## src/rtl/cordic_serial_addsub_pkg.sv

```systemverilog
// Shared types and defaults for the CORDIC digit-serial add/sub unit.
// Holds state encodings and default WIDTH/DIGIT constants.
package cordic_serial_addsub_pkg;

    localparam int DEF_WIDTH = 16;
    localparam int DEF_DIGIT = 4;

    typedef enum logic [1:0] {
        ST_IDLE = 2'd0,
        ST_RUN  = 2'd1,
        ST_DONE = 2'd2
    } state_e;

    // Counter width for n digit cycles; never narrower than one bit.
    function automatic int cnt_w(input int n);
        return (n > 1) ? $clog2(n) : 1;
    endfunction

endpackage

```

## src/rtl/cordic_serial_addsub_if.sv

```systemverilog
// Operand/result handshake bundle for cordic_serial_addsub.
// master drives operands and out_ready; slave is the adder.
interface cordic_serial_addsub_if
    import cordic_serial_addsub_pkg::*;
#(
    parameter int WIDTH = DEF_WIDTH
);
    logic             in_valid;
    logic             in_ready;
    logic [WIDTH-1:0] a;
    logic [WIDTH-1:0] b;
    logic             sub;
    logic             out_valid;
    logic             out_ready;
    logic [WIDTH-1:0] sum;
    logic             carry_out;
    logic             ovf;

    modport master (
        output in_valid, a, b, sub, out_ready,
        input  in_ready, out_valid, sum, carry_out, ovf
    );

    modport slave (
        input  in_valid, a, b, sub, out_ready,
        output in_ready, out_valid, sum, carry_out, ovf
    );

endinterface

```

## src/rtl/cordic_digit_adder.sv

```systemverilog
// DIGIT-bit ripple adder of majority-carry / XOR-sum cells.
// Also exposes the carry into the top bit for overflow detection.
module cordic_digit_adder #(
    parameter int DIGIT = 4
) (
    input  logic [DIGIT-1:0] a_i,
    input  logic [DIGIT-1:0] b_i,
    input  logic             c_i,
    output logic [DIGIT-1:0] s_o,
    output logic             c_o,
    output logic             c_top_o
);

    logic [DIGIT:0] c;

    // Ripple the carry through each bit cell.
    always_comb begin
        c    = '0;
        s_o  = '0;
        c[0] = c_i;
        for (int i = 0; i < DIGIT; i++) begin
            s_o[i]  = a_i[i] ^ b_i[i] ^ c[i];
            c[i+1]  = (a_i[i] & b_i[i])
                    | (a_i[i] & c[i])
                    | (b_i[i] & c[i]);
        end
    end

    assign c_o     = c[DIGIT];
    assign c_top_o = c[DIGIT-1];

endmodule

```

## src/rtl/cordic_serial_addsub.sv

```systemverilog
// Digit-serial two's complement add/sub, DIGIT bits per clock.
// Optional macro CORDIC_ADDSUB_SAT_EN clamps the result on overflow.
module cordic_serial_addsub
    import cordic_serial_addsub_pkg::*;
#(
    parameter int WIDTH = DEF_WIDTH,
    parameter int DIGIT = DEF_DIGIT
) (
    input logic                  clk,
    input logic                  rst,
    cordic_serial_addsub_if.slave bus
);

    localparam int N  = WIDTH / DIGIT;
    localparam int CW = cnt_w(N);

    state_e           state_q, state_d;
    logic [CW-1:0]    cnt_q, cnt_d;
    logic [WIDTH-1:0] a_q, a_d;
    logic [WIDTH-1:0] b_q, b_d;
    logic [WIDTH-1:0] res_q, res_d;
    logic             carry_q, carry_d;
    logic             in_ready_q, in_ready_d;
    logic             out_valid_q, out_valid_d;
    logic [WIDTH-1:0] sum_q, sum_d;
    logic             cout_q, cout_d;
    logic             ovf_q, ovf_d;

    logic [DIGIT-1:0] dig_s;
    logic             dig_c;
    logic             dig_ctop;
    logic             last;
    logic             ovf_now;
    logic [WIDTH-1:0] res_next;
    logic [WIDTH-1:0] res_fin;

    cordic_digit_adder #(
        .DIGIT (DIGIT)
    ) u_add (
        .a_i     (a_q[DIGIT-1:0]),
        .b_i     (b_q[DIGIT-1:0]),
        .c_i     (carry_q),
        .s_o     (dig_s),
        .c_o     (dig_c),
        .c_top_o (dig_ctop)
    );

    // New digit enters the result from the top; older digits move down.
    assign res_next = (res_q >> DIGIT)
                    | (WIDTH'(dig_s) << (WIDTH - DIGIT));
    assign last     = (cnt_q == CW'(N - 1));
    assign ovf_now  = dig_ctop ^ dig_c;

`ifdef CORDIC_ADDSUB_SAT_EN
    // On overflow clamp to the extreme matching A's sign (top digit of a_q).
    always_comb begin
        res_fin = res_next;
        if (ovf_now) begin
            if (a_q[DIGIT-1]) begin
                res_fin = {1'b1, {(WIDTH-1){1'b0}}};
            end else begin
                res_fin = {1'b0, {(WIDTH-1){1'b1}}};
            end
        end
    end
`else
    assign res_fin = res_next;
`endif

    // Next-state and datapath update for IDLE/RUN/DONE.
    always_comb begin
        state_d     = state_q;
        cnt_d       = cnt_q;
        a_d         = a_q;
        b_d         = b_q;
        res_d       = res_q;
        carry_d     = carry_q;
        in_ready_d  = in_ready_q;
        out_valid_d = out_valid_q;
        sum_d       = sum_q;
        cout_d      = cout_q;
        ovf_d       = ovf_q;
        unique case (state_q)
            ST_IDLE: begin
                if (bus.in_valid && in_ready_q) begin
                    state_d    = ST_RUN;
                    a_d        = bus.a;
                    b_d        = bus.sub ? ~bus.b : bus.b;
                    carry_d    = bus.sub;
                    cnt_d      = '0;
                    res_d      = '0;
                    in_ready_d = 1'b0;
                end
            end
            ST_RUN: begin
                a_d     = a_q >> DIGIT;
                b_d     = b_q >> DIGIT;
                carry_d = dig_c;
                res_d   = res_next;
                cnt_d   = cnt_q + CW'(1);
                if (last) begin
                    state_d     = ST_DONE;
                    cnt_d       = '0;
                    sum_d       = res_fin;
                    cout_d      = dig_c;
                    ovf_d       = ovf_now;
                    out_valid_d = 1'b1;
                end
            end
            ST_DONE: begin
                if (bus.out_ready) begin
                    state_d     = ST_IDLE;
                    out_valid_d = 1'b0;
                    in_ready_d  = 1'b1;
                end
            end
            default: begin
                state_d     = ST_IDLE;
                out_valid_d = 1'b0;
                in_ready_d  = 1'b1;
            end
        endcase
    end

    // State and datapath registers with synchronous reset.
    always_ff @(posedge clk) begin
        if (rst) begin
            state_q     <= ST_IDLE;
            cnt_q       <= '0;
            a_q         <= '0;
            b_q         <= '0;
            res_q       <= '0;
            carry_q     <= 1'b0;
            in_ready_q  <= 1'b1;
            out_valid_q <= 1'b0;
            sum_q       <= '0;
            cout_q      <= 1'b0;
            ovf_q       <= 1'b0;
        end else begin
            state_q     <= state_d;
            cnt_q       <= cnt_d;
            a_q         <= a_d;
            b_q         <= b_d;
            res_q       <= res_d;
            carry_q     <= carry_d;
            in_ready_q  <= in_ready_d;
            out_valid_q <= out_valid_d;
            sum_q       <= sum_d;
            cout_q      <= cout_d;
            ovf_q       <= ovf_d;
        end
    end

    assign bus.in_ready  = in_ready_q;
    assign bus.out_valid = out_valid_q;
    assign bus.sum       = sum_q;
    assign bus.carry_out = cout_q;
    assign bus.ovf       = ovf_q;

endmodule

```

## src/flat_wrapper.sv

```systemverilog
// flat-port wrapper written by rule: the top's interface ports become plain ports
module cordic_serial_addsub_flat import cordic_serial_addsub_pkg::*;
#(
    parameter int WIDTH = DEF_WIDTH,
    parameter int DIGIT = DEF_DIGIT
)
  (clk, rst, bus_in_valid, bus_a, bus_b, bus_sub, bus_out_ready, bus_in_ready, bus_out_valid, bus_sum, bus_carry_out, bus_ovf);
  cordic_serial_addsub_if #(.WIDTH(WIDTH)) bus_i ();
  input logic clk;
  input logic rst;
  input wire logic [$bits(bus_i.in_valid)-1:0] bus_in_valid;
  input wire logic [$bits(bus_i.a)-1:0] bus_a;
  input wire logic [$bits(bus_i.b)-1:0] bus_b;
  input wire logic [$bits(bus_i.sub)-1:0] bus_sub;
  input wire logic [$bits(bus_i.out_ready)-1:0] bus_out_ready;
  output wire logic [$bits(bus_i.in_ready)-1:0] bus_in_ready;
  output wire logic [$bits(bus_i.out_valid)-1:0] bus_out_valid;
  output wire logic [$bits(bus_i.sum)-1:0] bus_sum;
  output wire logic [$bits(bus_i.carry_out)-1:0] bus_carry_out;
  output wire logic [$bits(bus_i.ovf)-1:0] bus_ovf;
  assign bus_i.in_valid = bus_in_valid;
  assign bus_i.a = bus_a;
  assign bus_i.b = bus_b;
  assign bus_i.sub = bus_sub;
  assign bus_i.out_ready = bus_out_ready;
  assign bus_in_ready = bus_i.in_ready;
  assign bus_out_valid = bus_i.out_valid;
  assign bus_sum = bus_i.sum;
  assign bus_carry_out = bus_i.carry_out;
  assign bus_ovf = bus_i.ovf;
  cordic_serial_addsub #(.WIDTH(WIDTH), .DIGIT(DIGIT)) u_core (.clk(clk), .rst(rst), .bus(bus_i));
endmodule
```

## config.mk

```make
export PLATFORM = sky130hd
export DESIGN_NAME = cordic_serial_addsub_flat
export DESIGN_NICKNAME = d
export VERILOG_FILES = /design/src/rtl/cordic_serial_addsub_pkg.sv /design/src/rtl/cordic_serial_addsub_if.sv /design/src/rtl/cordic_digit_adder.sv /design/src/rtl/cordic_serial_addsub.sv /design/src/flat_wrapper.sv
export SDC_FILE = /design/constraint.sdc
export NUM_CORES = 1
export LEC_CHECK = 0
export CAP_MARGIN = 20
export CORE_ASPECT_RATIO = 1.2
export CORE_MARGIN = 4
export CORE_UTILIZATION = 46
export DETAILED_ROUTE_END_ITERATION = 10
export GPL_ROUTABILITY_DRIVEN = 0
export PLACE_DENSITY = 0.75
export SLEW_MARGIN = 10
export SYNTH_ARGS = -nofsm -noshare
export SYNTH_HDL_FRONTEND = slang
export SYNTH_SLANG_ARGS = --single-unit
```

## constraint.sdc

```tcl
create_clock -name clk -period 2.4 [get_ports clk]
set_input_delay 0.36 -clock clk [delete_from_list [all_inputs] [get_ports clk]]
set_output_delay 0.36 -clock clk [all_outputs]
set_load 0.01 [all_outputs]
```

==> results.toml, run 1 <==
[synth]
ys.warnings.count = 0
synth_common_cells = "dfxtp_1, nand2_1, a21oi_1, a221o_1, xnor2_1"
ys_seq_area_share_pct = 47.3
synth_top_area_cell = "dfxtp_1"
synth_top_cells_by_area = "dfxtp_1, a221o_1, buf_6, xnor2_1, a21oi_1"
syn_nets = 328
synth.most_common_cell = "dfxtp_1"
yosysTopAreaCellShare_pct = 47.3
ys.flop_type = "dfxtp_1"
async_flop_share_pct = 0
synth_edf_count = 0
syn_avg_cell_area_um2 = 10.2
synth-seq-cells = 69
syn-cell-area_mm2 = 0.00292
ys_types = 36
syn_inst = 286

[global_routing]
grt_usage_pct = 17.3
antenna_found_initial = 0
grt_pass1_wl_um = 10100
grt_max_degree = 39
grt-ovfl-total = 0
first_global_vias = 2126

[setup_path]
path_class = "register to register"
cp.required_ns = 2.66
worstPathArrival_ns = 2.57
crit_path_end_kind = "register"
crit-reg2reg-capture = "u_core.bus.ovf"
crit_slowest_cell = "fa_1"
worstPathCellList = "fa_1, inv_1, fa_1, fa_2, fa_2, xnor2_2, a211oi_2"
start_kind = "register"
path_max_fanout = 3
r2r_setup_slack_ns = 0.1
max_stage_delay_ns = 0.46
rr_startpoint = "u_core.b_q[0]"
r2r_cells = 7

[hold_path]
hold_class = "register to register"
hold_depth = 2
min_from = "u_core.bus.sum[7]"
holdPathEnd = "u_core.bus.sum[7]"

[power_and_ir_drop]
ir_drop_uv = 382
power_density_mw_per_mm2 = 727
power_leakage_uw = 0.00130

[die]
io_pins = 57
die_area_mm2 = 0.00769
rows = 31
core_mm2 = 0.00609
die-width_um = 80.7
initial_core_util_pct = 47.9
die_h_um = 95.2

[clocking]
clk_path_buf_depth = 2
post-cts-setup-buffers = 0
clock-root-buffer = "clkbuf_8"
clk_latency_ns = 0.34
clkSinkCount = 69
cts_made_buffers = 9
cts_tree = "built"
clk_pin_slew_worst_paths_ns = 0.07
cts_hold_buffers = 0
htreeDepth = 3

[cells_and_area]
n_antenna_cell = 0
area_delta_synth_final_pct = 27.4
final_area_mm2 = 0.00372
fin_cells = 425
nNetsFinal = 380
final_layout_size_suffix_gt1_share_pct = 12.5

[place]
dp_cells = 409
place_hpwl_um = 4400
io_buffer_count = 56
placed_area_mm2 = 0.00346

[outcome]
outcome = "finished, final reports clean"

[timing]
fin_worst_skew_ns = 0.0104
hold_viol_final = 0
worst_pin_slew_ns = 0.978
min_period_over_period_pct = 96.0
finalSetupViolCount = 0
rsz0062_at_grt = "false"
slew_headroom_pct = 34.8
min_period_ns = 2.30
slew_violations = 0
fmax_mhz = 434

[route]
first_pass_iters = 4
via_count = 2266
drt_iter0_drc = 136
drc_errors = 0
antenna_left = 0
via_per_inst = 5.33
wl_per_cell_um = 14.7
drt_wl_total_um = 6260

[flow_run]
max-cap-violations = 0
[sequential cells by signal, summed over array words and instances (netlist names)]
signal	cells
u_core.bus.carry_out	1
u_core.a_q	16
u_core.cnt_q	2
u_core.bus.sum	16
u_core.carry_q	1
u_core.bus.in_ready	1
u_core.bus.out_valid	1
u_core.state_q	2
u_core.res_q	12
u_core.b_q	16
u_core.bus.ovf	1
[placed cells by master (no fill, tap or decap), types with 3 or more instances in the layout]
master and instances:
dfxtp_1 68, clkdlybuf4s50_1 56, nand2_1 32, a21oi_1 24, a221o_1 15, xnor2_1 14, nor2_1 13, o2bb2ai_1 12
nor3_1 12, a22o_1 11, buf_4 10, a22oi_1 9, clkbuf_8 9, inv_1 7, o21ai_0 7, a211oi_2 5
nand2b_1 3, and3_1 3, bufinv_16 3
[final cells by class]
type	count	area, um2
clock inverter	7	123
multi-input combinational	185	1320
tap	82	103
timing repair buffer	66	636
fill	529	2370
inverter	7	26.3
clock buffer	9	124
sequential	69	1380
[power breakdown]
group	total, uW	internal (uW)	switching [uW]
Sequential	1240	1200	40.2
Combinational	312	163	149
Clock	1150	695	456
[worst max path at each step]
stage	from	to	slack, ns
detailed placement	u_core.carry_q	u_core.bus.ovf	-0.08
global placement	u_core.carry_q	u_core.bus.ovf	-0.02
global route	u_core.b_q[0]	u_core.bus.ovf	0.02
CTS	u_core.carry_q	u_core.bus.ovf	0.02
finish	u_core.b_q[0]	u_core.bus.ovf	0.1
floorplan	u_core.carry_q	u_core.bus.ovf	0.02
[critical path: cells and delay by family (launching register included)]
family / cells / cell delay (ns)
AO/OA/AOI/OAI: 1 / 0.20
buffers and inverters: 1 / 0.06
XOR/XNOR: 1 / 0.15
flip-flops: 1 / 0.36
adder cells (fa/ha/maj): 4 / 1.45
[per-layer routing]
layer  track usage [%]  wire (um)  vias to the layer above  share of wire [%]
met5                 0          0                        -                  0
met4              7.61        103                        0                1.6
met3              3.88        275                        7                4.4
met2              29.1       3080                       52                 49
met1              21.0       2800                     1075                 45
li1                  -          -                     1132                  -
[cell families (layout without fill, tap and decap cells)]
kind of cell,count (synthesis),after routing,synth area share [%]
compound gates,90,90,24.4
fa+ha+maj,5,5,3.17
xor+xnor,17,17,5.10
buf+inv,32,89,7.76
simple gates,73,73,12.2
flops,69,69,47.3
[through the flow]
step	util (%)	TNS (ns)	hold WS, ns	worst slack [ns]	total power (uW)
2_1_floorplan	-	0	0.432	0.0179	1470
3_3_place_gp	56.7	-0.0157	0.443	-0.0157	1570
3_5_place_dp	56.7	-0.126	0.448	-0.0832	1580
4_1_cts	60.9	0	0.458	0.0154	2710
5_1_grt	61.0	0	0.472	0.0233	2790
6_report	61.0	0	0.453	0.0952	2700
[timing repair]
| action | CTS | global route |
|---|---|---|
| gates resized for setup | 2 | 2 |
| endpoints found under the hold margin | 0 | 0 |
| pin swaps | 0 | 1 |
| endpoints found under the setup margin | 3 | 3 |
Power figures use the tool's default switching activity.
==> run 2, diff against run 1 <==
--- a/config.mk
+++ b/config.mk
@@ -6,11 +6,9 @@
 export NUM_CORES = 1
 export LEC_CHECK = 0
 export CAP_MARGIN = 20
-export CORE_ASPECT_RATIO = 1.2
 export CORE_MARGIN = 4
 export CORE_UTILIZATION = 46
 export DETAILED_ROUTE_END_ITERATION = 10
-export GPL_ROUTABILITY_DRIVEN = 0
 export PLACE_DENSITY = 0.75
 export SLEW_MARGIN = 10
 export SYNTH_ARGS = -nofsm -noshare
==> run 2 against run 1 <==
Combinational power hardly changed. Cell count is 1.4% lower. Fmax is 1.6% higher. Clock power is 18% lower. Sequential share of layout area is 0.57 points higher. Critical path type unchanged. Largest power group unchanged.
==> results.toml, run 2 (synthesis results as in run 1) <==
[clocking]
cts_tree = "built"
clk_path_buf_depth = 2
clkSinkCount = 69
cts_made_buffers = 9
clk_latency_ns = 0.34
cts_hold_buffers = 0
clk_pin_slew_worst_paths_ns = 0.08
htreeDepth = 3
clock-root-buffer = "clkbuf_8"

[power_and_ir_drop]
power_leakage_uw = 0.00128
ir_drop_uv = 426
power_density_mw_per_mm2 = 680
p_switching_uw = 623
p_seq_share_pct = 49.6
pwr-share-comb_pct = 12.4
swShare_pct = 25.0
internal_power_uw = 1870
clockPowerShare_pct = 38.0

[die]
die_area_mm2 = 0.00768
io_pins = 57
initial_core_util_pct = 48.4
die_h_um = 87.6
core_mm2 = 0.00603
die-width_um = 87.6
rows = 28

[setup_path]
crit_slowest_cell = "fa_1"
path_class = "register to register"
critPathTopFamily = "adder cells"
cp_num_buf_inv = 1
worstPathCellList = "fa_1, inv_1, fa_1, fa_2, fa_2, xnor2_1, a211oi_2"
path_max_fanout = 3
start_kind = "register"
max_stage_delay_ns = 0.44
worstPathArrival_ns = 2.53
cp.required_ns = 2.66
crit_path_end_kind = "register"

[route]
wl_per_cell_um = 14.7
drc_errors = 0
drt_iter0_drc = 114
antenna_left = 0
first_pass_iters = 4
drt_wl_total_um = 6150
via_per_inst = 5.40
via_count = 2264

[cells_and_area]
nNetsFinal = 381
fin_cells = 419
final_area_mm2 = 0.00366
final_layout_size_suffix_gt1_share_pct = 12.5
layout_common_cells = "dfxtp_1, clkdlybuf4s50_1, nand2_1"
n_fill_cell = 540
n_antenna_cell = 0
final_common_cell = "dfxtp_1"
area_delta_synth_final_pct = 25.6

[global_routing]
antenna_found_initial = 0
first_global_vias = 2224
grt_max_degree = 39
grt_pass1_wl_um = 10400
grt_usage_pct = 17.4
grt-ovfl-total = 0

[timing]
slew_headroom_pct = 40.0
fin_worst_skew_ns = 0.00821
worst_pin_slew_ns = 0.898
hold_viol_final = 0
tns_ns = 0
fmax_mhz = 441
finalSetupViolCount = 0
min_period_ns = 2.27
min_period_over_period_pct = 94.5
slew_violations = 0

[place]
dp_cells = 402
place.gp.congestion = 0.764
place_hpwl_um = 4190
placed_area_mm2 = 0.00345
io_buffer_count = 56

[hold_path]
hold_class = "register to register"

[outcome]
outcome = "finished, final reports clean"

[flow_run]
max-cap-violations = 0
[run 2: tightest hold or removal path, stage by stage, from the launching register on]
cell     delay (ns)
dfxtp_1        0.31
nand2_1        0.05
a21oi_1        0.05
[run 2: metal layers]
metal / global-route usage (%) / part of all wire (%) / wire length, um / vias to the layer above
li1: - / - / - / 1135
met1: 21.8 / 47 / 2870 / 1064
met2: 28.8 / 47 / 2910 / 56
met3: 3.95 / 4.5 / 275 / 9
met4: 7.53 / 1.6 / 100 / 0
met5: 0 / 0 / 0 / -
[run 2: worst paths after layout]
path | start | to | slack [ns] | depth (start not counted)
hold / removal | u_core.bus.sum[4] | u_core.bus.sum[4] | 0.45 | 2
hold reg to reg | u_core.bus.sum[4] | u_core.bus.sum[4] | 0.45 | 2
setup / recovery | u_core.a_q[0] | u_core.bus.ovf | 0.13 | 7
setup reg to reg | u_core.a_q[0] | u_core.bus.ovf | 0.13 | 7
[run 2: area by class of cell]
| cell class | instances | area (um2) | area share [%] |
|---|---|---|---|
| inverters | 7 | 26.3 | 0.717 |
| multi-input cells | 185 | 1320 | 35.9 |
| flip-flops and latches | 69 | 1380 | 37.8 |
| clock inverters | 5 | 60.1 | 1.64 |
| well taps | 75 | 93.8 | 2.56 |
| repair buffers | 67 | 643 | 17.6 |
| clock buffers | 11 | 141 | 3.86 |
[run 2: power groups by stage]
stage / sequential [uW] / clock (uW) / combinational [uW]
after detailed placement: 1260 / 0 / 308
after global placement: 1260 / 0 / 302
after CTS: 1240 / 959 / 310
final: 1240 / 947 / 309
after floorplan: 1250 / 0 / 217
after global routing: 1240 / 1010 / 344
[run 2: timing repair]
item	4_1_cts	5_1_grt
pin swaps	0	1
resized for setup	2	2
buffers inserted	0	1
setup endpoints to repair	3	1
[run 2: through the flow]
stage          worst slack, ns  power, uW  utilization [%]  hold slack [ns]
2_1_floorplan           0.0179       1470                -            0.432
3_3_place_gp          -0.00256       1560             57.2            0.440
3_5_place_dp           -0.0709       1570             57.2            0.446
4_1_cts                 0.0420       2510             60.6            0.457
5_1_grt              -0.000775       2600             60.8            0.479
6_report                 0.132       2490             60.8            0.454
==> variant (flow settings as in run 2) <==
Add a define of `CORDIC_ADDSUB_SAT_EN`.
--- a/src/rtl/cordic_serial_addsub.sv
+++ b/src/rtl/cordic_serial_addsub.sv
@@ -2,2 +2,4 @@
 // Optional macro CORDIC_ADDSUB_SAT_EN clamps the result on overflow.
+`define CORDIC_ADDSUB_SAT_EN
+
 module cordic_serial_addsub
Check against the original RTL: not equivalent (a bounded check fails within 10 cycles, from zero or initial values and one cycle with rst high).
==> variant against run 2 <==
- the flow now finishes with violations (setup timing)
- worst setup slack worse by 220 ps
- sequential share of layout area is 4.3 points lower
- area after synthesis is 10% higher
- total power is 9.3% higher
- final area is 13% higher
- clock skew is 3.8 ps lower
- utilization is 0.14 points higher
- sequential cell count stayed put
- clock power is 21% higher
- critical path depth is 3 higher
- routed wire length is 13% higher
- largest power group unchanged
- highest routed layer unchanged
==> variant: results (changes against run 2) <==
stage,metric,value,unit,change
synthesis,Post-Synth XOR/XNOR Area,4.854,%,-0.25 points
route,met2 WL,3456,µm,+19%
outcome,failing checks,setup timing,,
synthesis,syn nets,419,,+28%
grt,vias in the first global route,2483,,+12%
layout,Signal buf overhead,16.65,%,-0.90 points
synthesis,adder-cell area share of the yosys netlist,3.495,%,+0.32 points
setup_path,worst-path fanout max,14,,+11
sta,Final WS setup,-83.82,ps,-215.5 ps
layout,inverter count,10,,+3
cts,post-CTS setup buffers,1,,+1
grt,first-pass GRT wire length,11490,µm,+11%
route,Met1 Wirelength,3042,µm,+6.1%
synthesis,ranking of synthesized cells by area,"dfxtp_1, a21oi_1, o21ai_0",,
layout,multi-input combinational cell count,257,,+39%
placed_design,Place WS,-120.8,ps,-49.86 ps
sta,Final setup viols,16,,+16
synthesis,Synth Area in Compound Gates,26.17,%,+1.8 points
layout,final-stage net count,460,,+21%
sta,Final TNS setup,-877.3,ps,-877.3 ps
pwr,Leak,0.001404,µW,+9.5%
layout,Layout area overhead,28.50,%,
layout,sequential standard cell area,1385,µm²,about the same
cts,Post-CTS Resized,6,,+4
sta,Tightest Pin Transition,607.0,ps,-290.7 ps
pwr,internal power,2081,µW,+11%
pwr,PD cells,658.0,nW/µm²,-3.3%
floorplan,n_taps,96,,+28%
layout,Non-CTS buffers,70,,+4.5%
route,DR vias/cell,5.280,,-2.3%
outcome,status,"finished, violations left",,
## variant: cell types whose count changed after synthesis, sizes merged, moves of 12 or more
cell / run 2 / this run
clkbuf: 6 / 21
nand2: 32 / 44
a21oi: 25 / 48
a221o: 15 / 0
o2bb2ai: 12 / 0
o21ai: 7 / 45
xor2: 2 / 14
xnor2: 15 / 3
nand4b: 0 / 12
nor2: 13 / 26
a21o: 0 / 12
a311oi: 0 / 14
## variant: final timing paths
path / from / end / slack [ps] / cells past startpoint
worst max-delay path: u_core.b_q[0] / u_core.bus.sum[10] / -80 / 10
worst min-delay path: u_core.a_q[12] / u_core.a_q[12] / 470 / 2
worst max register to register: u_core.b_q[0] / u_core.bus.sum[10] / -80 / 10
worst min register to register: u_core.a_q[12] / u_core.a_q[12] / 470 / 2
## variant: worst reg2reg max path, cell delays in order (launching register included)
cell and delay [ps]:
dfxtp_2 350, fa_2 200, inv_2 40, fa_2 320, inv_2 70, fa_2 210, inv_2 50, fa_2 440
xor2_4 180, nand2b_4 230, a311oi_2 300
